$ cat src/rtl/ysyx_24120013_regfile_sb_if.sv
`default_nettype none
// ============================================================================
// Module   : ysyx_24120013_regfile_sb_if
// Brief    : Writeback / issue / operand-fetch bundle for the scoreboarded
//            register file (master = pipeline, slave = register file).
// Revision : 1.0 - initial release
// ============================================================================
interface ysyx_24120013_regfile_sb_if #(
    parameter int ADDR_WIDTH = 5,
    parameter int DATA_WIDTH = 32
);
    logic                        wb_wen;
    logic [ADDR_WIDTH-1:0]       wb_waddr;
    logic [DATA_WIDTH-1:0]       wb_wdata;
    logic                        iss_valid;
    logic [ADDR_WIDTH-1:0]       iss_rd;
    logic [ADDR_WIDTH-1:0]       raddr1;
    logic [ADDR_WIDTH-1:0]       raddr2;
    logic [DATA_WIDTH-1:0]       src1;
    logic [DATA_WIDTH-1:0]       src2;
    logic                        stall;
    logic [(2**ADDR_WIDTH)-1:0]  busy_vec;
    logic [31:0]                 wb_count;

    modport master (
        output wb_wen, wb_waddr, wb_wdata, iss_valid, iss_rd, raddr1, raddr2,
        input  src1, src2, stall, busy_vec, wb_count
    );

    modport slave (
        input  wb_wen, wb_waddr, wb_wdata, iss_valid, iss_rd, raddr1, raddr2,
        output src1, src2, stall, busy_vec, wb_count
    );
endinterface
`default_nettype wire

$ cat src/rtl/ysyx_24120013_regfile_sb.sv
`default_nettype none
// ============================================================================
// Module   : ysyx_24120013_regfile_sb
// Brief    : Register file with per-register busy scoreboard and operand stall.
//            Optional write-to-read forwarding: YSYX_24120013_RF_BYPASS_EN.
// Revision : 1.0 - initial release
// ============================================================================
module ysyx_24120013_regfile_sb #(
    parameter int ADDR_WIDTH = 5,
    parameter int DATA_WIDTH = 32
) (
    input  wire logic                   clk,
    input  wire logic                   rst,
    ysyx_24120013_regfile_sb_if.slave   bus
);
    localparam int                 c_NREG = 2**ADDR_WIDTH;
    localparam logic [c_NREG-1:0]  c_ONE  = {{(c_NREG-1){1'b0}}, 1'b1};

    logic [DATA_WIDTH-1:0] r_regs [c_NREG];
    logic [c_NREG-1:0]     r_busy;
    logic [31:0]           r_wb_count;

    logic                  w_wb_fire;
    logic                  w_iss_fire;
    logic                  w_fwd1;
    logic                  w_fwd2;
    logic                  w_haz1;
    logic                  w_haz2;
    logic                  w_stall;
    logic [c_NREG-1:0]     w_set_mask;
    logic [c_NREG-1:0]     w_clr_mask;

    assign w_wb_fire  = bus.wb_wen && (bus.wb_waddr != '0);
    assign w_iss_fire = bus.iss_valid && !w_stall && (bus.iss_rd != '0);

`ifdef YSYX_24120013_RF_BYPASS_EN
    assign w_fwd1 = w_wb_fire && (bus.wb_waddr == bus.raddr1);
    assign w_fwd2 = w_wb_fire && (bus.wb_waddr == bus.raddr2);
`else
    assign w_fwd1 = 1'b0;
    assign w_fwd2 = 1'b0;
`endif

    // A forwarded operand is already available, so its busy bit must not stall.
    assign w_haz1  = (bus.raddr1 != '0) && r_busy[bus.raddr1] && !w_fwd1;
    assign w_haz2  = (bus.raddr2 != '0) && r_busy[bus.raddr2] && !w_fwd2;
    assign w_stall = bus.iss_valid && (w_haz1 || w_haz2);

    always_comb begin
        bus.src1 = '0;
        bus.src2 = '0;
        if (bus.raddr1 != '0) bus.src1 = w_fwd1 ? bus.wb_wdata : r_regs[bus.raddr1];
        if (bus.raddr2 != '0) bus.src2 = w_fwd2 ? bus.wb_wdata : r_regs[bus.raddr2];
    end

    assign w_set_mask   = w_iss_fire ? (c_ONE << bus.iss_rd)   : '0;
    assign w_clr_mask   = w_wb_fire  ? (c_ONE << bus.wb_waddr) : '0;
    assign bus.stall    = w_stall;
    assign bus.busy_vec = r_busy;
    assign bus.wb_count = r_wb_count;

    always_ff @(posedge clk or negedge rst) begin
        if (!rst) begin
            for (int i = 0; i < c_NREG; i++) r_regs[i] <= '0;
        end else if (w_wb_fire) begin
            r_regs[bus.wb_waddr] <= bus.wb_wdata;
        end
    end

    // Set is applied after clear so a same-cycle issue keeps the register busy.
    always_ff @(posedge clk or negedge rst) begin
        if (!rst) begin
            r_busy <= '0;
        end else begin
            r_busy <= (r_busy & ~w_clr_mask) | w_set_mask;
        end
    end

    always_ff @(posedge clk or negedge rst) begin
        if (!rst) begin
            r_wb_count <= '0;
        end else if (w_wb_fire) begin
            r_wb_count <= r_wb_count + 32'd1;
        end
    end
endmodule
`default_nettype wire

$ cat src/flat_wrapper.sv
// flat-port wrapper written by rule: the top's interface ports become plain ports
module ysyx_24120013_regfile_sb_flat 
#(
    parameter int ADDR_WIDTH = 5,
    parameter int DATA_WIDTH = 32
)
  (clk, rst, bus_wb_wen, bus_wb_waddr, bus_wb_wdata, bus_iss_valid, bus_iss_rd, bus_raddr1, bus_raddr2, bus_src1, bus_src2, bus_stall, bus_busy_vec, bus_wb_count);
  ysyx_24120013_regfile_sb_if #(.ADDR_WIDTH(ADDR_WIDTH), .DATA_WIDTH(DATA_WIDTH)) bus_i ();
  input  wire logic clk;
  input  wire logic rst;
  input wire logic [$bits(bus_i.wb_wen)-1:0] bus_wb_wen;
  input wire logic [$bits(bus_i.wb_waddr)-1:0] bus_wb_waddr;
  input wire logic [$bits(bus_i.wb_wdata)-1:0] bus_wb_wdata;
  input wire logic [$bits(bus_i.iss_valid)-1:0] bus_iss_valid;
  input wire logic [$bits(bus_i.iss_rd)-1:0] bus_iss_rd;
  input wire logic [$bits(bus_i.raddr1)-1:0] bus_raddr1;
  input wire logic [$bits(bus_i.raddr2)-1:0] bus_raddr2;
  output wire logic [$bits(bus_i.src1)-1:0] bus_src1;
  output wire logic [$bits(bus_i.src2)-1:0] bus_src2;
  output wire logic [$bits(bus_i.stall)-1:0] bus_stall;
  output wire logic [$bits(bus_i.busy_vec)-1:0] bus_busy_vec;
  output wire logic [$bits(bus_i.wb_count)-1:0] bus_wb_count;
  assign bus_i.wb_wen = bus_wb_wen;
  assign bus_i.wb_waddr = bus_wb_waddr;
  assign bus_i.wb_wdata = bus_wb_wdata;
  assign bus_i.iss_valid = bus_iss_valid;
  assign bus_i.iss_rd = bus_iss_rd;
  assign bus_i.raddr1 = bus_raddr1;
  assign bus_i.raddr2 = bus_raddr2;
  assign bus_src1 = bus_i.src1;
  assign bus_src2 = bus_i.src2;
  assign bus_stall = bus_i.stall;
  assign bus_busy_vec = bus_i.busy_vec;
  assign bus_wb_count = bus_i.wb_count;
  ysyx_24120013_regfile_sb #(.ADDR_WIDTH(ADDR_WIDTH), .DATA_WIDTH(DATA_WIDTH)) u_core (.clk(clk), .rst(rst), .bus(bus_i));
endmodule
$ cat config.mk
export PLATFORM = sky130hd
export DESIGN_NAME = ysyx_24120013_regfile_sb_flat
export DESIGN_NICKNAME = d
export VERILOG_FILES = /design/src/rtl/ysyx_24120013_regfile_sb_if.sv /design/src/rtl/ysyx_24120013_regfile_sb.sv /design/src/flat_wrapper.sv
export SDC_FILE = /design/constraint.sdc
export NUM_CORES = 2
export LEC_CHECK = 0
export CORE_ASPECT_RATIO = 0.7
export CORE_MARGIN = 2
export CORE_UTILIZATION = 50
export DETAILED_ROUTE_END_ITERATION = 7
export PLACE_DENSITY_LB_ADDON = 0.15
export SLEW_MARGIN = 10
export SYNTH_ARGS = -nofsm -noshare
export SYNTH_HDL_FRONTEND = slang
export SYNTH_SLANG_ARGS = --single-unit
$ cat constraint.sdc
create_clock -name clk -period 3 [get_ports clk]
set_input_delay 0.3 -clock clk [delete_from_list [all_inputs] [get_ports clk]]
set_output_delay 0.3 -clock clk [all_outputs]
set_load 0.01 [all_outputs]
==> results.txt <==
The flow ran to the end, but the final reports show violations. The checks that failed: setup timing. After the flow finishes, the layout carries non-filler instances totaling 5349.

Share of flip-flops with an asynchronous set or reset: 1.00. Number of buffer and inverter stages on the critical path: 2. The analysis attributes to cell leakage a power of 29.0 nW. The largest total area in the synthesized netlist belongs to dfrtp_1.

The floorplan step defined a die boundary enclosing 117000 um2. The first global-routing pass estimated 265000 um of wire. The largest net degree at the start of global routing was 106. TritonCTS built the clock tree. The tools report the share of the core filled with cells as 0.598. The start-to-end type of the worst setup path was register to output port. STA classifies the critical path startpoint as a register. The signal on the critical path passes through buf_6, mux4_2, mux4_2, nor2_4, a21oi_2, a21oi_2, and2b_1, buf_2. The critical path data arrival time came out at 2.97 ns. For the setup violation total in the final timing report, the log shows 7. Clock-pin slew was measured on the worst setup and hold paths at 0.06 ns.

Overall die height: 287 um. 185 I/O pins were placed. The wire length after detailed routing was 179000 um; the proportion of netlist area held by the largest area contributor was 0.477. The fraction of the yosys area taken by sequential cells came out at 0.477. The count of buffers inserted at the top-level ports was 184; the final-stage net count was 3791. Counting along the longest clock path gives a buffer depth of 3. Counting every sink on the clock net gives 1088. The clock arrives with 0.00633 ns of skew.

For this run the aggregate overflow at the end of global routing stands at 0. The run gives 0.310 as the total track usage. In this design, the largest share of critical-path delay is due to multiplexers. Counting the buffers created by CTS gives 107. The cell count after synthesis came out at 3492. The placer congestion estimate came out at 0.866. The most frequent cell after synthesis is dfrtp_1.

The count of nets left with antenna violations after detail routing came out at 0. Among all stages on the critical path, the largest delay is contributed by mux4_2. The netlist uses 38 different library cells.

The data required time at the worst endpoint is 2.70 ns. In this run the worst path has a maximum fanout of 2. The tools report the startpoint of the worst setup timing path as u_core.bus.busy_vec[5]. After detailed placement, the design holds a cell count of 5122. For the number of global-route vias before repair, the log shows 38000. Floorplan core area: 113000 um2.

The relative area change from synthesis to final layout is 18.4%. The clock root buffer master is clkbuf_16. The flip-flop and latch count after synthesis was 1088; the total power consumption of the routed design was 44.3 mW. The HPWL after detailed placement is 112000 um. The post-route fraction of the period consumed by the critical path was 1.09. Timing analysis after detailed placement gives a worst setup slack of -0.347 ns.

IR analysis of the VDD net gives a maximum drop of 0.000604 V. Dividing the detail-routed via count by the number of cells gives 6.69. After routing, the total negative slack on setup checks comes to -1.02 ns. From left edge to right edge, the die measures 408 um. Initial antenna violation count: 4. The run gives 103 as the number of rows created at floorplan. Mean routed wirelength per cell: 33.5 um. The min-delay analysis places its worst path in the category input pin to async pin. STA classifies the critical path endpoint as an output port.

Setup repair after global routing could not meet its margin everywhere. The clock reaches the later pin of the worst-skew pair after 0.72 ns. The detailed router finished its first iteration with 3717 violations. The total count of hold-check failures in the final report was 0; the count of flip-flops with a built-in enable after synthesis was 0. The headroom to the max-slew limit came out at 0.260.

For the setup slack after layout, the log shows -0.272 ns. For the number of DRC violations after detailed routing, the log shows 0. Yosys printed 0 warnings. The run gives 0 as the number of violations of the max-capacitance limit. Detailed-route via count: 35800. Across all hold checks on the routed design, the worst slack comes to 0.111 ns. Final max-slew violation count: 0. Power spread over the standard cell area amounts to 655 nW/um2.

Timing would allow up to 0.306 GHz. The layout has 8381 filler cells. The tools report the number of detailed-route iterations in the first pass as 5.

In this run the cell area measured after placement is 63700 um2. The clock tree synthesis step divided the H-tree into 3 levels. By area the synthesized netlist is led by dfrtp_1 (48%), mux4_2 (26%), mux2_2 (20%).

Initial core utilization: 0.505. In this design, the stage delay of the slowest critical-path cell is 0.52 ns. For the pin with the worst max-slew slack, the measured transition is 1.11 ns.

Ranked by instance count, the synthesized netlist is headed by dfrtp_1 (1088), mux2_2 (994), mux4_2 (658), clkbuf_1 (277), nor2_1 (97). In this run the cell area of the synthesized design comes to 57100 um2. The fraction of layout cells with a size suffix above 1 came out at 0.602. The commonest register cell after synthesis was dfrtp_1. The average instance in the mapped netlist occupies 16.4 um2. When the netlist entered floorplanning its net count stood at 3549. In the final layout, the multi-input gates occupy 28600 um2. In this run the critical register-to-register path is launched from u_core.bus.busy_vec[5].

For the final non-filler cell area, the log shows 67600 um2. Combined flip-flop and latch cell area: 27200 um2. Subtracting the final worst setup slack from the clock period gives 3.27 ns.
final timing paths:
kind / to / slack, ns / cells past startpoint
min: u_core.r_regs[441] / 0.11 / 2
min reg2reg: u_core.r_regs[998] / 0.39 / 0
max: bus_stall / -0.27 / 8
max reg2reg: u_core.bus.busy_vec[2] / 0.38 / 9
max in group asynchronous: u_core.r_regs[578] / 1.70 / 4
min in group clk: u_core.bus.busy_vec[31] / 0.39 / 2
repair_timing:
action,4_1_cts,5_1_grt
pin swaps,3,7
hold endpoints to repair,218,0
endpoints found under the setup margin,65,51
gates resized for setup,194,49
buffers inserted,27,5
hold buffers,1,0
registers in the layout, indices dropped and copies added (netlist names):
signal / flops
u_core.r_regs: 1024
u_core.bus.wb_count: 32
u_core.bus.busy_vec: 32
per-layer routing:
| metal | vias up | wire (um) | part of all wire | track usage |
|---|---|---|---|---|
| met1 | 19700 | 75800 | 0.42 | 0.448 |
| li1 | 14100 | - | - | - |
| met3 | 290 | 15300 | 0.085 | 0.0748 |
| met2 | 1651 | 82700 | 0.46 | 0.472 |
| met5 | - | 24 | 0.00013 | 0 |
| met4 | 4 | 5190 | 0.029 | 0.0875 |
layout make-up:
cell class,instances,share of cell area
Sequential cell,1088,0.403
Tap cell,1522,0.0282
Clock buffer,145,0.0455
Inverter,19,0.00105
Clock inverter,56,0.00934
Antenna cell,1,0.0000370
Multi-Input combinational cell,1984,0.423
Timing Repair Buffer,534,0.0902
where the power goes:
part	internal (mW)	switching, mW
clock	8.23	6.07
sequential	17.4	2.17
combinational	6.49	3.86
total	32.2	12.1
cell families (layout without fill, tap and decap cells):
kind of cell,count (synthesis),in the layout,synth area share
buffers and inverters,420,754,0.0296
AO/OA/AOI/OAI,38,38,0.00639
AND/OR/NAND/NOR,197,197,0.0158
flip-flops,1088,1088,0.477
adder cells (fa/ha/maj),1,1,0.000219
multiplexers,1717,1717,0.467
other,0,1,0
XOR/XNOR,31,31,0.00475
placed cells by master (no fill, tap or decap), types with 16 or more instances in the layout:
cell | netlist | layout
dfrtp_1 | 1088 | 1088
mux2_2 | 994 | 994
mux4_2 | 658 | 658
buf_4 | 0 | 204
buf_12 | 0 | 139
clkdlybuf4s50_1 | 0 | 111
clkbuf_16 | 0 | 110
nor2_1 | 97 | 68
mux2i_1 | 65 | 50
clkinv_2 | 0 | 34
a32o_1 | 30 | 30
buf_2 | 54 | 27
nand2_1 | 32 | 21
xnor2_1 | 21 | 21
inv_1 | 19 | 19
clkbuf_8 | 0 | 19
nor2_4 | 0 | 17
clkbuf_1 | 277 | 16
buf_6 | 6 | 16
No activity file was read; power rests on OpenSTA's default activity.
